### src/rtl/sm4_pkg.sv
// SM4 constants shared by the key schedule and the cipher core:
// FK/CK tables, the S-box, the key-schedule state encoding and tau.
package sm4_pkg;

  typedef enum logic [1:0] {
    ST_IDLE   = 2'd0,
    ST_EXPAND = 2'd1,
    ST_STREAM = 2'd2
  } sm4_ks_state_e;

  localparam logic [31:0] FK [4] = '{
    32'hA3B1BAC6, 32'h56AA3350, 32'h677D9197, 32'hB27022DC
  };

  localparam logic [31:0] CK [32] = '{
    32'h00070e15, 32'h1c232a31, 32'h383f464d, 32'h545b6269,
    32'h70777e85, 32'h8c939aa1, 32'ha8afb6bd, 32'hc4cbd2d9,
    32'he0e7eef5, 32'hfc030a11, 32'h181f262d, 32'h343b4249,
    32'h50575e65, 32'h6c737a81, 32'h888f969d, 32'ha4abb2b9,
    32'hc0c7ced5, 32'hdce3eaf1, 32'hf8ff060d, 32'h141b2229,
    32'h30373e45, 32'h4c535a61, 32'h686f767d, 32'h848b9299,
    32'ha0a7aeb5, 32'hbcc3cad1, 32'hd8dfe6ed, 32'hf4fb0209,
    32'h10171e25, 32'h2c333a41, 32'h484f565d, 32'h646b7279
  };

  localparam logic [7:0] SBOX [256] = '{
    8'hd6, 8'h90, 8'he9, 8'hfe, 8'hcc, 8'he1, 8'h3d, 8'hb7, 8'h16, 8'hb6, 8'h14, 8'hc2, 8'h28, 8'hfb, 8'h2c, 8'h05,
    8'h2b, 8'h67, 8'h9a, 8'h76, 8'h2a, 8'hbe, 8'h04, 8'hc3, 8'haa, 8'h44, 8'h13, 8'h26, 8'h49, 8'h86, 8'h06, 8'h99,
    8'h9c, 8'h42, 8'h50, 8'hf4, 8'h91, 8'hef, 8'h98, 8'h7a, 8'h33, 8'h54, 8'h0b, 8'h43, 8'hed, 8'hcf, 8'hac, 8'h62,
    8'he4, 8'hb3, 8'h1c, 8'ha9, 8'hc9, 8'h08, 8'he8, 8'h95, 8'h80, 8'hdf, 8'h94, 8'hfa, 8'h75, 8'h8f, 8'h3f, 8'ha6,
    8'h47, 8'h07, 8'ha7, 8'hfc, 8'hf3, 8'h73, 8'h17, 8'hba, 8'h83, 8'h59, 8'h3c, 8'h19, 8'he6, 8'h85, 8'h4f, 8'ha8,
    8'h68, 8'h6b, 8'h81, 8'hb2, 8'h71, 8'h64, 8'hda, 8'h8b, 8'hf8, 8'heb, 8'h0f, 8'h4b, 8'h70, 8'h56, 8'h9d, 8'h35,
    8'h1e, 8'h24, 8'h0e, 8'h5e, 8'h63, 8'h58, 8'hd1, 8'ha2, 8'h25, 8'h22, 8'h7c, 8'h3b, 8'h01, 8'h21, 8'h78, 8'h87,
    8'hd4, 8'h00, 8'h46, 8'h57, 8'h9f, 8'hd3, 8'h27, 8'h52, 8'h4c, 8'h36, 8'h02, 8'he7, 8'ha0, 8'hc4, 8'hc8, 8'h9e,
    8'hea, 8'hbf, 8'h8a, 8'hd2, 8'h40, 8'hc7, 8'h38, 8'hb5, 8'ha3, 8'hf7, 8'hf2, 8'hce, 8'hf9, 8'h61, 8'h15, 8'ha1,
    8'he0, 8'hae, 8'h5d, 8'ha4, 8'h9b, 8'h34, 8'h1a, 8'h55, 8'had, 8'h93, 8'h32, 8'h30, 8'hf5, 8'h8c, 8'hb1, 8'he3,
    8'h1d, 8'hf6, 8'he2, 8'h2e, 8'h82, 8'h66, 8'hca, 8'h60, 8'hc0, 8'h29, 8'h23, 8'hab, 8'h0d, 8'h53, 8'h4e, 8'h6f,
    8'hd5, 8'hdb, 8'h37, 8'h45, 8'hde, 8'hfd, 8'h8e, 8'h2f, 8'h03, 8'hff, 8'h6a, 8'h72, 8'h6d, 8'h6c, 8'h5b, 8'h51,
    8'h8d, 8'h1b, 8'haf, 8'h92, 8'hbb, 8'hdd, 8'hbc, 8'h7f, 8'h11, 8'hd9, 8'h5c, 8'h41, 8'h1f, 8'h10, 8'h5a, 8'hd8,
    8'h0a, 8'hc1, 8'h31, 8'h88, 8'ha5, 8'hcd, 8'h7b, 8'hbd, 8'h2d, 8'h74, 8'hd0, 8'h12, 8'hb8, 8'he5, 8'hb4, 8'hb0,
    8'h89, 8'h69, 8'h97, 8'h4a, 8'h0c, 8'h96, 8'h77, 8'h7e, 8'h65, 8'hb9, 8'hf1, 8'h09, 8'hc5, 8'h6e, 8'hc6, 8'h84,
    8'h18, 8'hf0, 8'h7d, 8'hec, 8'h3a, 8'hdc, 8'h4d, 8'h20, 8'h79, 8'hee, 8'h5f, 8'h3e, 8'hd7, 8'hcb, 8'h39, 8'h48
  };

  function automatic logic [31:0] sm4_tau(input logic [31:0] a);
    return {SBOX[a[31:24]], SBOX[a[23:16]], SBOX[a[15:8]], SBOX[a[7:0]]};
  endfunction

endpackage

### src/rtl/sm4_key_round.sv
// One combinational SM4 key-expansion round: rk = K0 ^ L'(tau(K1^K2^K3^CK)).
module sm4_key_round
  import sm4_pkg::*;
(
  input  logic [127:0] i_k,
  input  logic [31:0]  i_ck,
  output logic [31:0]  o_rk
);

  logic [31:0] w_a;
  logic [31:0] w_b;
  logic [31:0] w_t;

  assign w_a  = i_k[95:64] ^ i_k[63:32] ^ i_k[31:0] ^ i_ck;
  assign w_b  = sm4_tau(w_a);
  assign w_t  = w_b ^ {w_b[18:0], w_b[31:19]} ^ {w_b[8:0], w_b[31:9]};
  assign o_rk = i_k[127:96] ^ w_t;

endmodule

### src/rtl/sm4_key_sched.sv
// SM4 round-key scheduler: expands MK into a 32-entry round-key cache
// (NRK rounds per clock) and streams it in encrypt or decrypt order.
module sm4_key_sched
  import sm4_pkg::*;
#(
  parameter int NRK = 1
) (
  input  logic         clk_sys,
  input  logic         sys_rst_n,
  input  logic         sm4_start,
  input  logic         sm4_mode,
  input  logic [127:0] sm4_key_in,
  input  logic         sm4_key_in_vld,
  output logic [31:0]  key2core_rkey,
  output logic         key2core_rkey_vld,
  input  logic         key2core_rkey_rdy,
  output logic [4:0]   key2core_rkey_idx,
  output logic         key2core_rkey_last,
  output logic         key_busy,
  output logic         key_cache_vld,
  output logic         key_err
);

  if (NRK != 1 && NRK != 2 && NRK != 4 && NRK != 8) begin : g_bad_nrk
    $error("sm4_key_sched: NRK must be 1, 2, 4 or 8");
  end

  localparam logic [4:0] RND_STEP = 5'(NRK);
  localparam logic [4:0] LAST_RND = 5'(32 - NRK);

  sm4_ks_state_e r_state;
  sm4_ks_state_e w_next;

  logic [127:0] r_k;
  logic [4:0]   r_rnd;
  logic         r_mode;
  logic         r_pend;
  logic         r_cache;
  logic         r_err;
  logic         r_vld;
  logic         r_last;
  logic [31:0]  r_rkey;
  logic [4:0]   r_idx;
  logic [4:0]   r_beat;
  logic [31:0]  r_rf [32];

  logic [127:0] w_st [NRK+1];
  logic [31:0]  w_rk [NRK];

  logic       w_idle;
  logic       w_exp;
  logic       w_strm;
  logic       w_load;
  logic       w_replay;
  logic       w_err;
  logic       w_exp_done;
  logic       w_enter;
  logic       w_enter_dec;
  logic       w_xfer;
  logic [4:0] w_idx_nxt;

  // Rounds chained combinationally; each stage shifts in its new K word.
  assign w_st[0] = r_k;
  for (genvar g = 0; g < NRK; g++) begin : g_round
    sm4_key_round u_round (
      .i_k  (w_st[g]),
      .i_ck (CK[r_rnd + 5'(g)]),
      .o_rk (w_rk[g])
    );
    assign w_st[g+1] = {w_st[g][95:0], w_rk[g]};
  end

  assign w_idle      = (r_state == ST_IDLE);
  assign w_exp       = (r_state == ST_EXPAND);
  assign w_strm      = (r_state == ST_STREAM);
  assign w_load      = w_idle & sm4_key_in_vld;
  assign w_replay    = w_idle & sm4_start & ~sm4_key_in_vld & r_cache;
  assign w_err       = (~w_idle & (sm4_start | sm4_key_in_vld)) |
                       (w_idle & sm4_start & ~sm4_key_in_vld & ~r_cache);
  assign w_exp_done  = w_exp & (r_rnd == LAST_RND);
  assign w_enter     = w_replay | (w_exp_done & r_pend);
  assign w_enter_dec = w_replay ? sm4_mode : r_mode;
  assign w_xfer      = r_vld & key2core_rkey_rdy;
  assign w_idx_nxt   = r_mode ? (r_idx - 5'd1) : (r_idx + 5'd1);

  always_comb begin
    w_next = r_state;
    unique case (r_state)
      ST_IDLE: begin
        if (w_load)        w_next = ST_EXPAND;
        else if (w_replay) w_next = ST_STREAM;
      end
      ST_EXPAND: begin
        if (w_exp_done) w_next = r_pend ? ST_STREAM : ST_IDLE;
      end
      ST_STREAM: begin
        if (w_xfer && r_last) w_next = ST_IDLE;
      end
      default: w_next = ST_IDLE;
    endcase
  end

  always_ff @(posedge clk_sys or negedge sys_rst_n) begin
    if (!sys_rst_n) r_state <= ST_IDLE;
    else            r_state <= w_next;
  end

  always_ff @(posedge clk_sys or negedge sys_rst_n) begin
    if (!sys_rst_n) begin
      r_k     <= '0;
      r_rnd   <= '0;
      r_mode  <= 1'b0;
      r_pend  <= 1'b0;
      r_cache <= 1'b0;
      r_err   <= 1'b0;
      r_vld   <= 1'b0;
      r_last  <= 1'b0;
      r_rkey  <= '0;
      r_idx   <= '0;
      r_beat  <= '0;
    end else begin
      r_err <= w_err;
      if (w_load) begin
        r_k     <= sm4_key_in ^ {FK[0], FK[1], FK[2], FK[3]};
        r_rnd   <= '0;
        r_mode  <= sm4_mode;
        r_pend  <= sm4_start;
        r_cache <= 1'b0;
      end else if (w_exp) begin
        r_k   <= w_st[NRK];
        r_rnd <= r_rnd + RND_STEP;
        if (w_exp_done) begin
          r_cache <= 1'b1;
          r_pend  <= 1'b0;
        end
      end else if (w_replay) begin
        r_mode <= sm4_mode;
      end
      // Stream entry spends one cycle fetching the first key from the cache.
      if (w_enter) begin
        r_idx  <= w_enter_dec ? 5'd31 : 5'd0;
        r_beat <= '0;
        r_vld  <= 1'b0;
        r_last <= 1'b0;
      end else if (w_strm) begin
        if (!r_vld) begin
          r_vld  <= 1'b1;
          r_rkey <= r_rf[r_idx];
        end else if (w_xfer) begin
          if (r_last) begin
            r_vld  <= 1'b0;
            r_last <= 1'b0;
            r_rkey <= '0;
            r_idx  <= '0;
          end else begin
            r_idx  <= w_idx_nxt;
            r_rkey <= r_rf[w_idx_nxt];
            r_beat <= r_beat + 5'd1;
            r_last <= (r_beat == 5'd30);
          end
        end
      end
    end
  end

  always_ff @(posedge clk_sys) begin
    if (w_exp) begin
      for (int unsigned j = 0; j < NRK; j++) begin
        r_rf[r_rnd + 5'(j)] <= w_rk[j];
      end
    end
  end

  assign key2core_rkey      = r_rkey;
  assign key2core_rkey_vld  = r_vld;
  assign key2core_rkey_idx  = r_idx;
  assign key2core_rkey_last = r_last;
  assign key_busy           = ~w_idle;
  assign key_cache_vld      = r_cache;
  assign key_err            = r_err;

endmodule

### config.mk
export PLATFORM = sky130hd
export DESIGN_NAME = sm4_key_sched
export DESIGN_NICKNAME = d
export VERILOG_FILES = /design/src/rtl/sm4_pkg.sv /design/src/rtl/sm4_key_round.sv /design/src/rtl/sm4_key_sched.sv
export SDC_FILE = /design/constraint.sdc
export NUM_CORES = 2
export LEC_CHECK = 0
export CAP_MARGIN = 20
export CORE_MARGIN = 2
export CORE_UTILIZATION = 40
export CTS_BUF_LIST = sky130_fd_sc_hd__clkbuf_8
export DETAILED_ROUTE_END_ITERATION = 12
export HOLD_SLACK_MARGIN = 0.03
export REMOVE_ABC_BUFFERS = 1
export SLEW_MARGIN = 15
export SYNTH_ARGS = -nofsm -noshare
export SYNTH_HDL_FRONTEND = slang
export SYNTH_SLANG_ARGS = --single-unit
### constraint.sdc
create_clock -name clk_sys -period 6.3 [get_ports clk_sys]
set_input_delay 1.26 -clock clk_sys [delete_from_list [all_inputs] [get_ports clk_sys]]
set_output_delay 1.26 -clock clk_sys [all_outputs]
set_load 0.02 [all_outputs]
# == Word-level counts from Yosys, hierarchy flattened ==
# Memories as Yosys holds them, arrays and structs flattened.
# Index checks and enable logic that the tools add are counted.
# op_classes
n_addsub,4
magnitude_cmp,5
n_eq_ne,10
muxes,56
bitwise_logic,28
n_reduce_logical,12
# op_table
operator,n
$mux 128,2
$xor 32x32->32,6
$mux 32,5
$mux 5,14
$mux 8,8
$not 64->64,1
$ge 9x9->1 const B,4
$not 8->9,4
$mux 1,21
$add 5x1->5 const B,3
$eq 5x5->1 const B,2
$mux 2,5
$ne 2x1->1 const B,5
$reduce_bool 2->1,5
$and 1x1->1,9
$reduce_and 3->1,3
$ge 6x6->1 const B,1
$not 5->6,1
$pmux 2 s3,1
$sub 5x1->5 const B,1
$not 1->1,4
$reduce_and 4->1,1
$ne 3x1->1 const B,1
$or 1x1->1,3
other kinds (5),5
# totals
register_bits,183
ram_bits,1024
rom_bits,9216
inputBits,134
out_inout_bits,42
elab_cells,133
n_memories,6
# memory_table
memory,depth,word_bits,read_ports,rd_clocked_by_memory_dff,wr,line,text
(no name shown),256,8,1,0,0,sm4_pkg.sv:46,"return {SBOX[a[31:24]], SBOX[a[23:16]], SBOX[a[15:8]], SBOX[a[7:0]]};"
(no name shown),256,8,1,0,0,sm4_pkg.sv:46,
(no name shown),256,8,1,0,0,sm4_pkg.sv:46,
(no name shown),256,8,1,0,0,sm4_pkg.sv:46,
(no name shown),32,32,1,0,0,sm4_key_sched.sv:67,".i_ck (CK[r_rnd + 5'(g)]),"
r_rf,32,32,2,0,1,sm4_key_sched.sv:45,logic [31:0] r_rf [32];

# == Depth between registers and ports, before layout ==
# logic_depth
word_depth,14
mapped_depth,20
ltp_nobuf,13

# == By module ==
# From an unflattened synthesis, not the netlist that was laid out.
# unflattened
hier_cells,6019
hier_area_um2,70485.1
# modules_own_cells
module,instances,cells_per_inst,area_each_um2,seq_area_each_um2
sm4_key_sched,1,3641,55907.4,35328.9
sm4_key_round,1,2378,14577.7,0.0

# == Worst setup path before layout ==
# OpenSTA, ideal clock, no wires.
# synth_path
path_type,register to register
start,reg r_k[56]
end,mem r_rf[0][25] (data pin)
setup_time_ns,0.395
t_arrival_ns,4.987
required_time_ns,5.905
path_slack_ns,0.918
path_stages_with_launch,18
n_path_buf,6
synth_period_minus_slack_ns,5.382
cell_sequence,dfrtp_1 xor3_1 inv_1 clkbuf_1 clkbuf_1 clkbuf_1 ha_1 clkbuf_1 clkbuf_1 clkbuf_1 a21oi_1 o311a_1 a221oi_1 a221oi_1 o41ai_1 nand2_1 xor2_1 xnor2_1
# synth_between
elab_chain_cells,10
# synth_rtl
item,line,text
"start, declared",sm4_key_sched.sv:34,logic [127:0] r_k;
"start signal, assigned",sm4_key_sched.sv:124,"r_k <= sm4_key_in ^ {FK[0], FK[1], FK[2], FK[3]};"
"start signal, assigned",sm4_key_sched.sv:130,r_k <= w_st[NRK];
$xor 32x32->32 (3 in series),sm4_key_round.sv:14,assign w_a = i_k[95:64] ^ i_k[63:32] ^ i_k[31:0] ^ i_ck;
$not 8->9 (implied by the code),sm4_pkg.sv:46,
$mem_v2 256x8,-,
$mux 8 (implied by the code) (2 in series),sm4_pkg.sv:46,
$xor 32x32->32 (2 in series),sm4_key_round.sv:16,"assign w_t = w_b ^ {w_b[18:0], w_b[31:19]} ^ {w_b[8:0], w_b[31:9]};"
$xor 32x32->32,sm4_key_round.sv:17,assign o_rk = i_k[127:96] ^ w_t;
via g_round[0].u_round.o_rk[25],sm4_key_round.sv:7,output logic [31:0] o_rk
"end, declared",sm4_key_sched.sv:45,
# The timed path passes the listed nets, and every way through them passes these cells. The select of a mux whose other input is x is not followed.

# == Final worst setup path ==
# layout_path
start,reg r_k[41]
end,mem r_rf[0][24] (data pin)
# Same word-level chain as after synthesis.

==> impl_metrics.json <==
{
  "synth_compound_area_share_pct": 12.9,
  "yosysWarnings": 0,
  "initialDrtViolationCount": 8361,
  "rrSetupSlack_ns": 0.77,
  "insertion_delay_ns": 0.96,
  "relSlewSlack_pct": 23.7,
  "drt-met1-wl_mm": 101,
  "area_delta_synth_final_pct": 14.3,
  "synth_top_family_by_area": "multiplexers",
  "rsz0062_at_grt": "no",
  "rr_startpoint": "r_k[41]",
  "postCtsSetupRepairBufs": 0,
  "yosys.area.top_type": "edfxtp_1",
  "fin_area_sq_mm": 0.0799,
  "yosys.area_share.xor_xnor_pct": 3.02,
  "final_max_slew_viol_count": 0,
  "cts_tree": "yes",
  "synthSimpleGateAreaFrac_pct": 6.78,
  "synth_mux_area_share_pct": 22.6,
  "netlist_instances": 5144,
  "timing_worst_setup_path_type": "flop to flop",
  "gp_congestion": 1.03,
  "vias_per_cell": 6.86,
  "ys_types": 94,
  "syn-cell-area_sq_mm": 0.0699,
  "period_share_pct": 87.8,
  "cap_violations": 0,
  "antenna_found_initial": 6,
  "clkSinkCount": 1207,
  "fin_util_pct": 46.0,
  "finalClockSkew_ns": 0.0568,
  "cts_resized": 0,
  "syn_avg_cell_area_sq_um": 13.6,
  "nets": 5517,
  "hold_path.class": "input pin to asynchronous set/reset pin",
  "vias": 53657,
  "first_pass_iters": 9,
  "yosysMostFrequentCell": "edfxtp_1",
  "min_period_ns": 5.53,
  "max_freq_mhz": 181,
  "synth_commonest_cells": "1024 x edfxtp_1, 652 x mux4_2, 388 x nand2_1",
  "grt_pass1_wl_mm": 382,
  "finalSetupViolCount": 0,
  "drcViolationCount": 0,
  "drtAntennaViolNets": 0,
  "htree_levels": 4,
  "ys_ff_latch": 1207,
  "detail_route.wl_per_cell_microns": 34.2,
  "highest_layer": "met4",
  "rr_endpoint": "r_rf[0][24]",
  "synth_area_leaders": "edfxtp_1 44%, mux4_2 21%, dfrtp_1 6.5%",
  "clkTransAtPathRegs_ns": 0.06,
  "grt_max_degree": 139,
  "dr_wl_met3_mm": 28.4,
  "cts_hold_buf": 0,
  "startpoint_type": "flop",
  "dr_wl_met2_mm": 121,
  "drive_gt1_share_pct": 24.9,
  "ys_seq_area_share_pct": 50.5,
  "portBuffers": 175,
  "first_global_vias": 52385,
  "synth_top_area_share_pct": 44.0,
  "cp-end-kind": "flop",
  "r2r_cells": 12,
  "synthAdderAreaFrac_pct": 0.905,
  "die_area_sq_mm": 0.178,
  "finalWirelength_mm": 268,
  "synth_flop_cell": "edfxtp_1",
  "core_sq_mm": 0.174,
  "place_hpwl_mm": 169,
  "worst_pin_slew_ns": 1.12,
  "status": "finished, final reports clean",
  "rows": 153,
  "synth_edf_count": 1024,
  "clock_path_buffers": 3,
  "die_h_microns": 422,
  "overflow": 0,
  "arrival_ns": 6.25,
  "async_flop_share_pct": 15.2,
  "hold_viol": 0,
  "cts_root_buf": "clkbuf_8",
  "numCtsBuffers": 199,
  "io_pins": 176,
  "crit_required_ns": 7.02,
  "worst-path-max-fanout": 32,
  "initial_core_util_pct": 40.2,
  "die_w_microns": 422,
  "grtUsageTotal_pct": 29.4,
  "place_area_sq_mm": 0.0761
}
==> metal layers <==
layer / vias up / GRT usage (%)
li1: 21413 / -
met1: 27251 / 39.7
met2: 4097 / 44.8
met3: 896 / 5.66
met4: 0 / 16.6
met5: - / 0
==> cell families after synthesis <==
group,count (synthesis)
AOI/OAI and AO/OA,1289
muxes,767
and+or+nand+nor,1092
DFF,1207
xor gates and xnor gates,207
buffers and inverters,532
adders and majority gates,50
==> registers in the layout, indices dropped and copies added (netlist names), 2 cells and up <==
name / flops
r_rf: 1024
r_k: 128
key2core_rkey: 32
key2core_rkey_idx: 5
r_beat: 5
r_rnd: 5
r_state: 2
==> worst max-delay path by stage <==
| stage | cells after the start | slack [ns] | endpoint | startpoint |
|---|---|---|---|---|
| after floorplan | 8 | -22.21 | key2core_rkey[30] | key2core_rkey_idx[0] |
| after global placement | 11 | 0.80 | r_rf[17][25] | r_k[2] |
| after detailed placement | 13 | 0.87 | r_rf[16][22] | r_rnd[1] |
| after CTS | 3 | 0.85 | key2core_rkey_idx[0] | key2core_rkey_idx[0] |
| after global routing | 13 | 0.62 | r_rf[13][28] | r_rnd[1] |
| final | 12 | 0.77 | r_rf[0][24] | r_k[41] |
==> cells in the final DEF, fill, tap and decap left out, types with 80 or more instances in the layout <==
cell | synthesis | routed
dfrtp_1 | 183 | 177
edfxtp_1 | 1024 | 1024
nand3_1 | 96 | 96
nand2_1 | 388 | 387
mux2i_1 | 111 | 111
a221o_1 | 80 | 80
nor2_1 | 384 | 351
o21ai_0 | 253 | 253
a21oi_1 | 262 | 261
xnor2_1 | 129 | 90
mux4_2 | 652 | 652
buf_4 | 21 | 279
clkbuf_8 | 0 | 214
clkdlybuf4s50_1 | 0 | 174
==> worst max-delay path: stages, from the launching register on <==
cell and delay (ns):
dfrtp_1 0.41, xor3_1 0.88, buf_4 0.32, ha_1 0.71
inv_1 0.32, nor2_1 0.40, nor3_1 0.18, or3_1 0.38
o2111ai_1 0.11, nand4_1 0.31, xnor2_1 0.67, xnor2_2 0.26
buf_4 0.36
==> area by class of cell <==
| class | instances | area, sq um |
|---|---|---|
| Fill cell | 15618 | 93900 |
| Clock buffer | 214 | 2950 |
| Multi-Input combinational cell | 3405 | 33200 |
| Tap cell | 2325 | 2910 |
| Antenna cell | 2 | 5.00 |
| Timing Repair Buffer | 489 | 4550 |
| Inverter | 31 | 116 |
| Clock inverter | 151 | 868 |
| Sequential cell | 1207 | 35300 |
==> metrics by stage <==
step | setup TNS (ns) | hold slack (ns) | setup WS (ns) | instances
after global routing | 0 | 0.281 | 0.620 | 7824
after detailed placement | 0 | 0.491 | 0.873 | 7456
final | 0 | 0.297 | 0.767 | 7824
after global placement | 0 | 0.481 | 0.796 | 7452
after CTS | 0 | 0.246 | 0.851 | 7821
after floorplan | -4127.89 | 0.466 | -22.21 | 4643
Power is left out: the tool's default activity adds up to more than one toggle a clock period on the data nets, which glitch-free logic cannot reach.
